`src/rtl/riscv_lsu_ctrl.sv`:
```
// Load/store sequencer: IDLE -> BUSY -> DONE, min 3 cycles per access, +1 per mem_ready_i=0 cycle.
// Core is held via core_stall_req_o until DONE; misalign/illegal size/timeout give a one-cycle error.
module riscv_lsu_ctrl #(
    parameter int unsigned TIMEOUT_CYCLES = 255
) (
    input  logic        clk_i,
    input  logic        rst_i,
    input  logic        core_req_i,
    input  logic        core_we_i,
    input  logic [2:0]  core_size_i,
    input  logic [31:0] core_addr_i,
    input  logic [31:0] core_wd_i,
    output logic [31:0] core_rd_o,
    output logic        core_stall_req_o,
    output logic        lsu_error_o,
    output logic        mem_req_o,
    output logic        mem_we_o,
    output logic [3:0]  mem_be_o,
    output logic [31:0] mem_addr_o,
    output logic [31:0] mem_wd_o,
    input  logic [31:0] mem_rd_i,
    input  logic        mem_ready_i
);

    localparam int unsigned CW = (TIMEOUT_CYCLES > 1) ? $clog2(TIMEOUT_CYCLES + 1) : 1;
    localparam logic [CW:0] TO_VAL = (CW + 1)'(TIMEOUT_CYCLES);

    typedef enum logic [1:0] {
        IDLE = 2'd0,
        BUSY = 2'd1,
        DONE = 2'd2
    } state_t;

    state_t         state_q, state_d;
    logic [CW-1:0]  cnt_q, cnt_d;
    logic [CW:0]    cnt_inc;
    logic           mem_req_q, mem_req_d;
    logic           mem_we_q, mem_we_d;
    logic [3:0]     mem_be_q, mem_be_d;
    logic [31:0]    mem_addr_q, mem_addr_d;
    logic [31:0]    mem_wd_q, mem_wd_d;
    logic [31:0]    core_rd_q, core_rd_d;
    logic           err_q, err_d;
    logic [1:0]     off_q, off_d;
    logic [2:0]     size_q, size_d;

    logic           acc_legal;
    logic [3:0]     req_be;
    logic [31:0]    req_wd;
    logic [7:0]     lane_b;
    logic [15:0]    lane_h;
    logic [31:0]    ld_data;

    // Request decode: legality, lane enables and replicated store data.
    always_comb begin
        acc_legal = 1'b1;
        req_be    = 4'b0000;
        req_wd    = core_wd_i;
        case (core_size_i)
            3'd0, 3'd4: begin
                req_be = 4'b0001 << core_addr_i[1:0];
                req_wd = {4{core_wd_i[7:0]}};
            end
            3'd1, 3'd5: begin
                req_be    = 4'b0011 << {core_addr_i[1], 1'b0};
                req_wd    = {2{core_wd_i[15:0]}};
                acc_legal = ~core_addr_i[0];
            end
            3'd2: begin
                req_be    = 4'b1111;
                acc_legal = (core_addr_i[1:0] == 2'b00);
            end
            default: acc_legal = 1'b0;
        endcase
        if (core_we_i && core_size_i[2]) begin
            acc_legal = 1'b0;
        end
    end

    always_comb begin
        lane_b  = mem_rd_i[{off_q, 3'b000} +: 8];
        lane_h  = off_q[1] ? mem_rd_i[31:16] : mem_rd_i[15:0];
        ld_data = mem_rd_i;
        case (size_q)
            3'd0:    ld_data = {{24{lane_b[7]}}, lane_b};
            3'd4:    ld_data = {24'b0, lane_b};
            3'd1:    ld_data = {{16{lane_h[15]}}, lane_h};
            3'd5:    ld_data = {16'b0, lane_h};
            default: ld_data = mem_rd_i;
        endcase
    end

    assign cnt_inc = {1'b0, cnt_q} + {{CW{1'b0}}, 1'b1};

    always_comb begin
        state_d    = state_q;
        cnt_d      = cnt_q;
        mem_req_d  = mem_req_q;
        mem_we_d   = mem_we_q;
        mem_be_d   = mem_be_q;
        mem_addr_d = mem_addr_q;
        mem_wd_d   = mem_wd_q;
        core_rd_d  = core_rd_q;
        err_d      = 1'b0;
        off_d      = off_q;
        size_d     = size_q;
        case (state_q)
            IDLE: begin
                if (core_req_i) begin
                    if (acc_legal) begin
                        mem_req_d  = 1'b1;
                        mem_we_d   = core_we_i;
                        mem_be_d   = req_be;
                        mem_addr_d = {core_addr_i[31:2], 2'b00};
                        mem_wd_d   = req_wd;
                        off_d      = core_addr_i[1:0];
                        size_d     = core_size_i;
                        cnt_d      = '0;
                        state_d    = BUSY;
                    end else begin
                        err_d   = 1'b1;
                        state_d = DONE;
                    end
                end
            end
            BUSY: begin
                // Ready takes priority over a timeout landing on the same edge.
                if (mem_ready_i) begin
                    mem_req_d = 1'b0;
                    mem_we_d  = 1'b0;
                    if (!mem_we_q) begin
                        core_rd_d = ld_data;
                    end
                    state_d = DONE;
                end else begin
                    cnt_d = cnt_inc[CW-1:0];
                    if ((TIMEOUT_CYCLES != 0) && (cnt_inc == TO_VAL)) begin
                        mem_req_d = 1'b0;
                        core_rd_d = '0;
                        err_d     = 1'b1;
                        state_d   = DONE;
                    end
                end
            end
            DONE: begin
                cnt_d   = '0;
                state_d = IDLE;
            end
            default: state_d = IDLE;
        endcase
    end

    always_ff @(posedge clk_i) begin
        if (rst_i) begin
            state_q    <= IDLE;
            cnt_q      <= '0;
            mem_req_q  <= 1'b0;
            mem_we_q   <= 1'b0;
            mem_be_q   <= '0;
            mem_addr_q <= '0;
            mem_wd_q   <= '0;
            core_rd_q  <= '0;
            err_q      <= 1'b0;
            off_q      <= '0;
            size_q     <= '0;
        end else begin
            state_q    <= state_d;
            cnt_q      <= cnt_d;
            mem_req_q  <= mem_req_d;
            mem_we_q   <= mem_we_d;
            mem_be_q   <= mem_be_d;
            mem_addr_q <= mem_addr_d;
            mem_wd_q   <= mem_wd_d;
            core_rd_q  <= core_rd_d;
            err_q      <= err_d;
            off_q      <= off_d;
            size_q     <= size_d;
        end
    end

    assign core_stall_req_o = !rst_i && (((state_q == IDLE) && core_req_i) || (state_q == BUSY));
    assign core_rd_o        = core_rd_q;
    assign lsu_error_o      = err_q;
    assign mem_req_o        = mem_req_q;
    assign mem_we_o         = mem_we_q;
    assign mem_be_o         = mem_be_q;
    assign mem_addr_o       = mem_addr_q;
    assign mem_wd_o         = mem_wd_q;

endmodule

```
`config.mk`:
```
export PLATFORM = sky130hd
export DESIGN_NAME = riscv_lsu_ctrl
export DESIGN_NICKNAME = d
export VERILOG_FILES = /design/src/rtl/riscv_lsu_ctrl.sv
export SDC_FILE = /design/constraint.sdc
export NUM_CORES = 1
export LEC_CHECK = 0
export ABC_AREA = 1
export CAP_MARGIN = 10
export CORE_MARGIN = 4
export CORE_UTILIZATION = 31
export DETAILED_ROUTE_END_ITERATION = 16
export PLACE_DENSITY_LB_ADDON = 0.08
export SLEW_MARGIN = 40
export SYNTH_ARGS = -nofsm -noshare
export SYNTH_HDL_FRONTEND = slang
export SYNTH_SLANG_ARGS = --single-unit
```
`constraint.sdc`:
```
create_clock -name clk_i -period 1.78 [get_ports clk_i]
set_input_delay 0.178 -clock clk_i [delete_from_list [all_inputs] [get_ports clk_i]]
set_output_delay 0.178 -clock clk_i [all_outputs]
set_load 0.01 [all_outputs]
```
# After elaboration in Yosys (flattened, before gate mapping)
# Index checks and enable logic that the tools add are counted.
# classes
add_sub_neg	1
n_mul	0
n_div	0
magnitude_cmp	0
n_eq_ne	16
shifts	3
muxes	32
n_bitwise	1
reduce_logical	20
# ops
op	count
one-hot mux 32 bit (4 select lines)	1
2-to-1 mux 32 bit	3
one-hot mux 32 bit (2 select lines)	1
indexed part select 32 x 6 -> 8 bit	1
2-to-1 mux 8 bit	3
one-hot mux 8 bit (3 select lines)	1
2-to-1 mux 16 bit	1
equality test 3 bit, second input constant	4
2-to-1 mux 1 bit	12
one-hot mux 4 bit (3 select lines)	1
AND reduction 4 bit	3
inequality test 2 bit, second input constant	5
adder 8 x 1 -> 9 bit, second input constant	1
equality test 9 x 8 -> 1 bit, second input constant	1
2-to-1 mux 2 bit	4
equality test 3 x 1 -> 1 bit, second input constant	2
zero test 3 bit	2
one-hot mux 1 bit (2 select lines)	3
AND reduction 3 bit	2
zero test 2 bit	2
one-hot mux 2 bit (2 select lines)	1
nonzero test 2 bit	2
OR reduction 2 bit	2
<< shifter 1 x 2 -> 4 bit, first input constant	1
other kinds (12)	14
# word_totals
register_bits	116
latch_bits	0
ramBits	0
mem_bits_ro	0
input_bits	104
out_inout_bits	104
word_cells	84
memories	0

# Logic depth before layout (Yosys ltp)
# depth
depth_word	7
depth_mapped	13
mapped_depth_nobuf	12

# Worst setup path after synthesis
# Ideal clock, no wire load.
# synth_path
path_kind	reg-to-reg
from	register cnt_q[1]
to	register core_rd_q[10], in the netlist core_rd_o[10]
setup_time_ns	0.116
arrival_time_ns	1.564
required_ns	1.664
slack_ns	0.100
path_stages_with_launch	12
path_buffers	1
synth_period_minus_slack_ns	1.680
cell_sequence	dfxtp_1 > ha_1 > nand3_1 > o21bai_1 > nand2_1 > nor2_1 > nand3_2 > nand2_4 > inv_2 > buf_6 > nor2_1 > nor2_1
# synth_between
elab_chain_cells	4
# synth_lines
item	line	text
start, declared	35	logic [CW-1:0] cnt_q, cnt_d;
start signal, assigned	168	cnt_q <= cnt_d;
adder 8 x 1 -> 9 bit	93	assign cnt_inc = {1'b0, cnt_q} + {{CW{1'b0}}, 1'b1};
equality test 9 x 8 -> 1 bit	137	if ((TIMEOUT_CYCLES != 0) && (cnt_inc == TO_VAL)) begin
nonzero test 2 bit (no line)	--	
AND reduction 3 bit (no line)	--	
end signal, assigned	174	core_rd_q <= core_rd_d;
end, declared	42	logic [31:0] core_rd_q, core_rd_d;
# No other way between the ends.
# A chain may end at the register's enable or synchronous reset.

# Worst setup path after layout
# layout_path
from	register cnt_q[1]
to	register core_rd_q[13], in the netlist core_rd_o[13]
# Same word-level chain as after synthesis.

==> results list <==
- Yosys printed 0 warnings.
- The most common cell in the synthesized netlist is sky130_fd_sc_hd__nand2_1.
* Core Rows: 48
* Type of the worst min-delay path: primary input to flip-flop
- The run finished, with violations left.
* Final core utilization: about 52%
* Type of the worst setup path: flip-flop to flip-flop
- For the worst setup path, the data required time is 2.09 ns.
- In this run the horizontal extent of the chip is 140 µm.
* Remaining global-route overflow: 0
* Slowest library cell on the worst path: sky130_fd_sc_hd__dfxtp_2
- CTS H-tree depth: 4
- CP startpoint kind: flip-flop
- Wirelength per Cell: between 15 and 20 µm
* Max-slew violations: 0
- After detailed routing, the number of remaining DRC violations is 0.
- Setup violations remaining at the end of the flow were counted as 14.
* Number of nets in the layout: 1121
- In this run the standard cell core region covers ~0.017 mm².
* Flip-flop and latch count after synthesis: ~120
- Once routing completed, OpenROAD measured the worst setup slack at -0.0327 ns.
* Clock transition time at the flip-flop clock pins of the worst setup and hold paths: 0.06 ns
- Master cell of the clock root buffer: sky130_fd_sc_hd__clkbuf_16
- Area Growth Syn to Fin: 65.8%
- Hold Slack: 0.218 ns
- In this design, the stage delay of the slowest critical-path cell is 0.35 ns.
* Critical path capture point type: flip-flop
- The number of buffers and inverters on the critical path is 2.
- Counting the buffers created by CTS gives 17.
- The later pin in the worst-skew pair is clocked with a latency of 0.42 ns.
- The via count of the first global-routing pass was 5885.
- In this run the worst path has a maximum fanout of 7.
- The critical path goes through ha_4 > nand3_2 > o21bai_1 > nand2_1 > nor2_4 > nand3_4 > nand2_8 > clkbuf_16 > nand2_1 > inv_1 > nor2_1.
- Global-route wire length before repair: 30400 µm
- Summed over all layers, the routed wires come to about 20000 µm.
- Total GRT Usage: 19.2%
- Total via count after detailed routing: 6004
- Layout filler cell count: roughly 1700
- Pleak: 3.62 nW
- Final period util: 102%
- Mean area per synthesized cell: between 6 and 7 µm²
- Max capacitance violation total: 0
- The most used flip-flop cell after synthesis is sky130_fd_sc_hd__dfxtp_1.
- Area used by sequential logic in the layout: 0.00233 mm²
* Crit-path most repeated cell: sky130_fd_sc_hd__nand2_1
- Most numerous cell types in the synthesized netlist: 164 x sky130_fd_sc_hd__nand2_1, 116 x sky130_fd_sc_hd__dfxtp_1, 113 x sky130_fd_sc_hd__a21oi_1
* Longest Clk Path Bufs: 2
- Dividing the detail-routed via count by the number of cells gives 4.79.
* Peak supply drop: ~0.65 mV
- Adding up every negative setup slack in the final design gives -0.109 ns.
- Total non-filler cell area in the finished layout: 0.00898 mm²
- Entering global routing, the biggest net connects 50 pins.
- The initial antenna violation count is 0.
- Buffers inserted to repair hold after CTS numbered 0.
* Cell type with the highest aggregate area in the netlist: sky130_fd_sc_hd__dfxtp_1
* Height of the die: 140 µm
* Total iterations of the first detailed-routing run: 5
- Violations in the final reports: setup timing
- Post-layout power: 0.00791 W
- The repair_antennas step left the layout with diodes totalling 0.
- Based on the critical path, the design can be clocked at up to 552 MHz.
* Total of buffers placed on input and output ports: between 200 and 250
- Sequential cells were found to cover 42.9% of the synthesized design area.
- After synthesis, the cell types taking the most area are sky130_fd_sc_hd__dfxtp_1 43%, sky130_fd_sc_hd__nand2_1 11%, sky130_fd_sc_hd__a21oi_1 10%, sky130_fd_sc_hd__o21ai_0 9.2%, sky130_fd_sc_hd__nor2_1 5.5%.
* Netlist area before placement: about 0.0054 mm²
- Distinct cell type count after synthesis: 35
* Proportion of layout cells with a drive suffix above 1: 16.0%
- RSZ-0062 raised after global routing: yes
- Clk_skew: 0.00565 ns
- Measured against its own limit, the worst slew margin works out to a little over three fifths.
- The synthesized design devotes to its leading area cell type 42.9% of total area.
- In this run, the number of DRC markers left after iteration 0 of detailed routing was 367.
- Hold violation total from the final report: 0
* TritonCTS clock tree: yes
- The detail route stage leaves a number of antenna-violating nets equal to 0.
- Cell family contributing the most delay on the critical path: simple AND/OR/NAND/NOR gates
- Summing all placed instances gives a cell area of ~0.0080 mm².
- At the pin with the least slew margin, the transition time is 0.560 ns.
- The smallest clock period supported by the final layout is computed as 1.81 ns.
- Dividing total power by cell area gives a power density of 880 mW/mm².
- Yosys mapped a number of flops with a built-in enable equal to 0.
- Fraction of registers with async set or reset after synthesis: 0%
* Initial cell density of the core: around a third
- The congestion estimate from routability-driven global placement came to 0.856.
* Area of the multi-input gates: 0.00277 mm²
- Clock tree synthesis found a total of 116 sinks.
- Boundary Pins: 208
- Gate count after technology mapping: just under 800
- Post-detail-place hpwl: approximately 14000 µm
- Data on the critical path arrives at its endpoint at 2.12 ns.
- Die Outline Area: 0.0197 mm²
[routing by layer]
layer / vias to the layer above / part of all wire [%] / global-route usage, %
li1: 3076 / - / -
met1: 2717 / 43 / 23.9
met2: 192 / 46 / 30.5
met3: 19 / 10 / 8.16
met4: 0 / 1.0 / 5.25
met5: - / 0 / 0
[layout by cell type, fill, tap and decap left out, drive strengths merged, types with 2 or more instances in the layout]
cell type / synthesis / layout
nor2: 85 / 85
a21oi: 113 / 113
nand2: 168 / 168
a31oi: 12 / 12
o211ai: 7 / 7
ha: 2 / 2
a221oi: 4 / 4
clkdlybuf4s50: 0 / 203
dfxtp: 116 / 116
a22oi: 19 / 19
clkbuf: 29 / 21
o21ai: 106 / 106
nand3: 16 / 16
clkinvlp: 0 / 3
clkinv: 0 / 8
bufinv: 0 / 3
nand4: 2 / 2
inv: 62 / 63
buf: 24 / 65
conb: 1 / 2
[worst register-to-register path, cell delays in order, from the launching register on]
cell,delay [ns]
sky130_fd_sc_hd__dfxtp_2,0.35
sky130_fd_sc_hd__ha_4,0.17
sky130_fd_sc_hd__nand3_2,0.08
sky130_fd_sc_hd__o21bai_1,0.17
sky130_fd_sc_hd__nand2_1,0.13
sky130_fd_sc_hd__nor2_4,0.16
sky130_fd_sc_hd__nand3_4,0.16
sky130_fd_sc_hd__nand2_8,0.18
sky130_fd_sc_hd__clkbuf_16,0.17
sky130_fd_sc_hd__nand2_1,0.06
sky130_fd_sc_hd__inv_1,0.05
sky130_fd_sc_hd__nor2_1,0.03
[stage by stage]
step / std cells / worst slack (ns)
2_1_floorplan: 776 / 0.0998
3_3_place_gp: 1213 / -0.0676
3_5_place_dp: 1213 / -0.0676
4_1_cts: 1247 / 0.0108
5_1_grt: 1253 / -0.118
6_report: 1253 / -0.0327
[report_power, final]
group | total [W] | switching [W] | internal, W
Combinational | 0.00155 | 0.000765 | 0.000785
Sequential | 0.00285 | 0.0000977 | 0.00275
Clock | 0.00351 | 0.00130 | 0.00221
Total | 0.00791 | 0.00216 | 0.00574
[path summary, 6_finish.rpt]
path	startpoint	end	slack (ns)	cells after the start
max	cnt_q[1]$_SDFFE_PP0P_	core_rd_o[13]$_SDFFE_PP0P_	-0.03	11
min	rst_i	state_q[1]$_SDFFE_PP0P_	0.22	5
max reg2reg	cnt_q[1]$_SDFFE_PP0P_	core_rd_o[13]$_SDFFE_PP0P_	-0.03	11
min reg2reg	mem_addr_o[28]$_SDFFE_PP0P_	mem_addr_o[28]$_SDFFE_PP0P_	0.46	2
[cell type report]
cell class                 count  share of cell area [%]
multi-input combinational    545                    30.9
timing repair buffer         273                    30.6
sequential                   116                    26.0
clock buffer                  17                    4.74
tap                          225                    3.14
inverter                      62                    2.62
clock inverter                15                    2.05
[what timing repair did]
item                                    4_1_cts  5_1_grt
resized for setup                             7       70
setup buffers                                 2        1
cloned                                        0        5
hold endpoints to repair                      0        0
endpoints found under the setup margin       33       35
pin swaps                                     3       33
[registers in the layout, summed over array words and instances (netlist names)]
name,cells
size_q,3
off_q,2
core_rd_o,32
mem_be_o,4
mem_wd_o,32
cnt_q,8
mem_we_o,1
mem_addr_o,30
state_q,2
lsu_error_o,1
mem_req_o,1
[kinds of logic (layout without fill, tap and decap cells)]
logic type	Yosys count	in the layout	share of synthesized area [%]
AND/OR/NAND/NOR	272	272	20.2
AO/OA/AOI/OAI	269	269	27.2
flip-flops	116	116	42.9
buffers and inverters	115	367	9.17
adder cells (fa/ha/maj)	2	2	0.462
other	1	2	0.0692
Power figures use the tool's default switching activity.
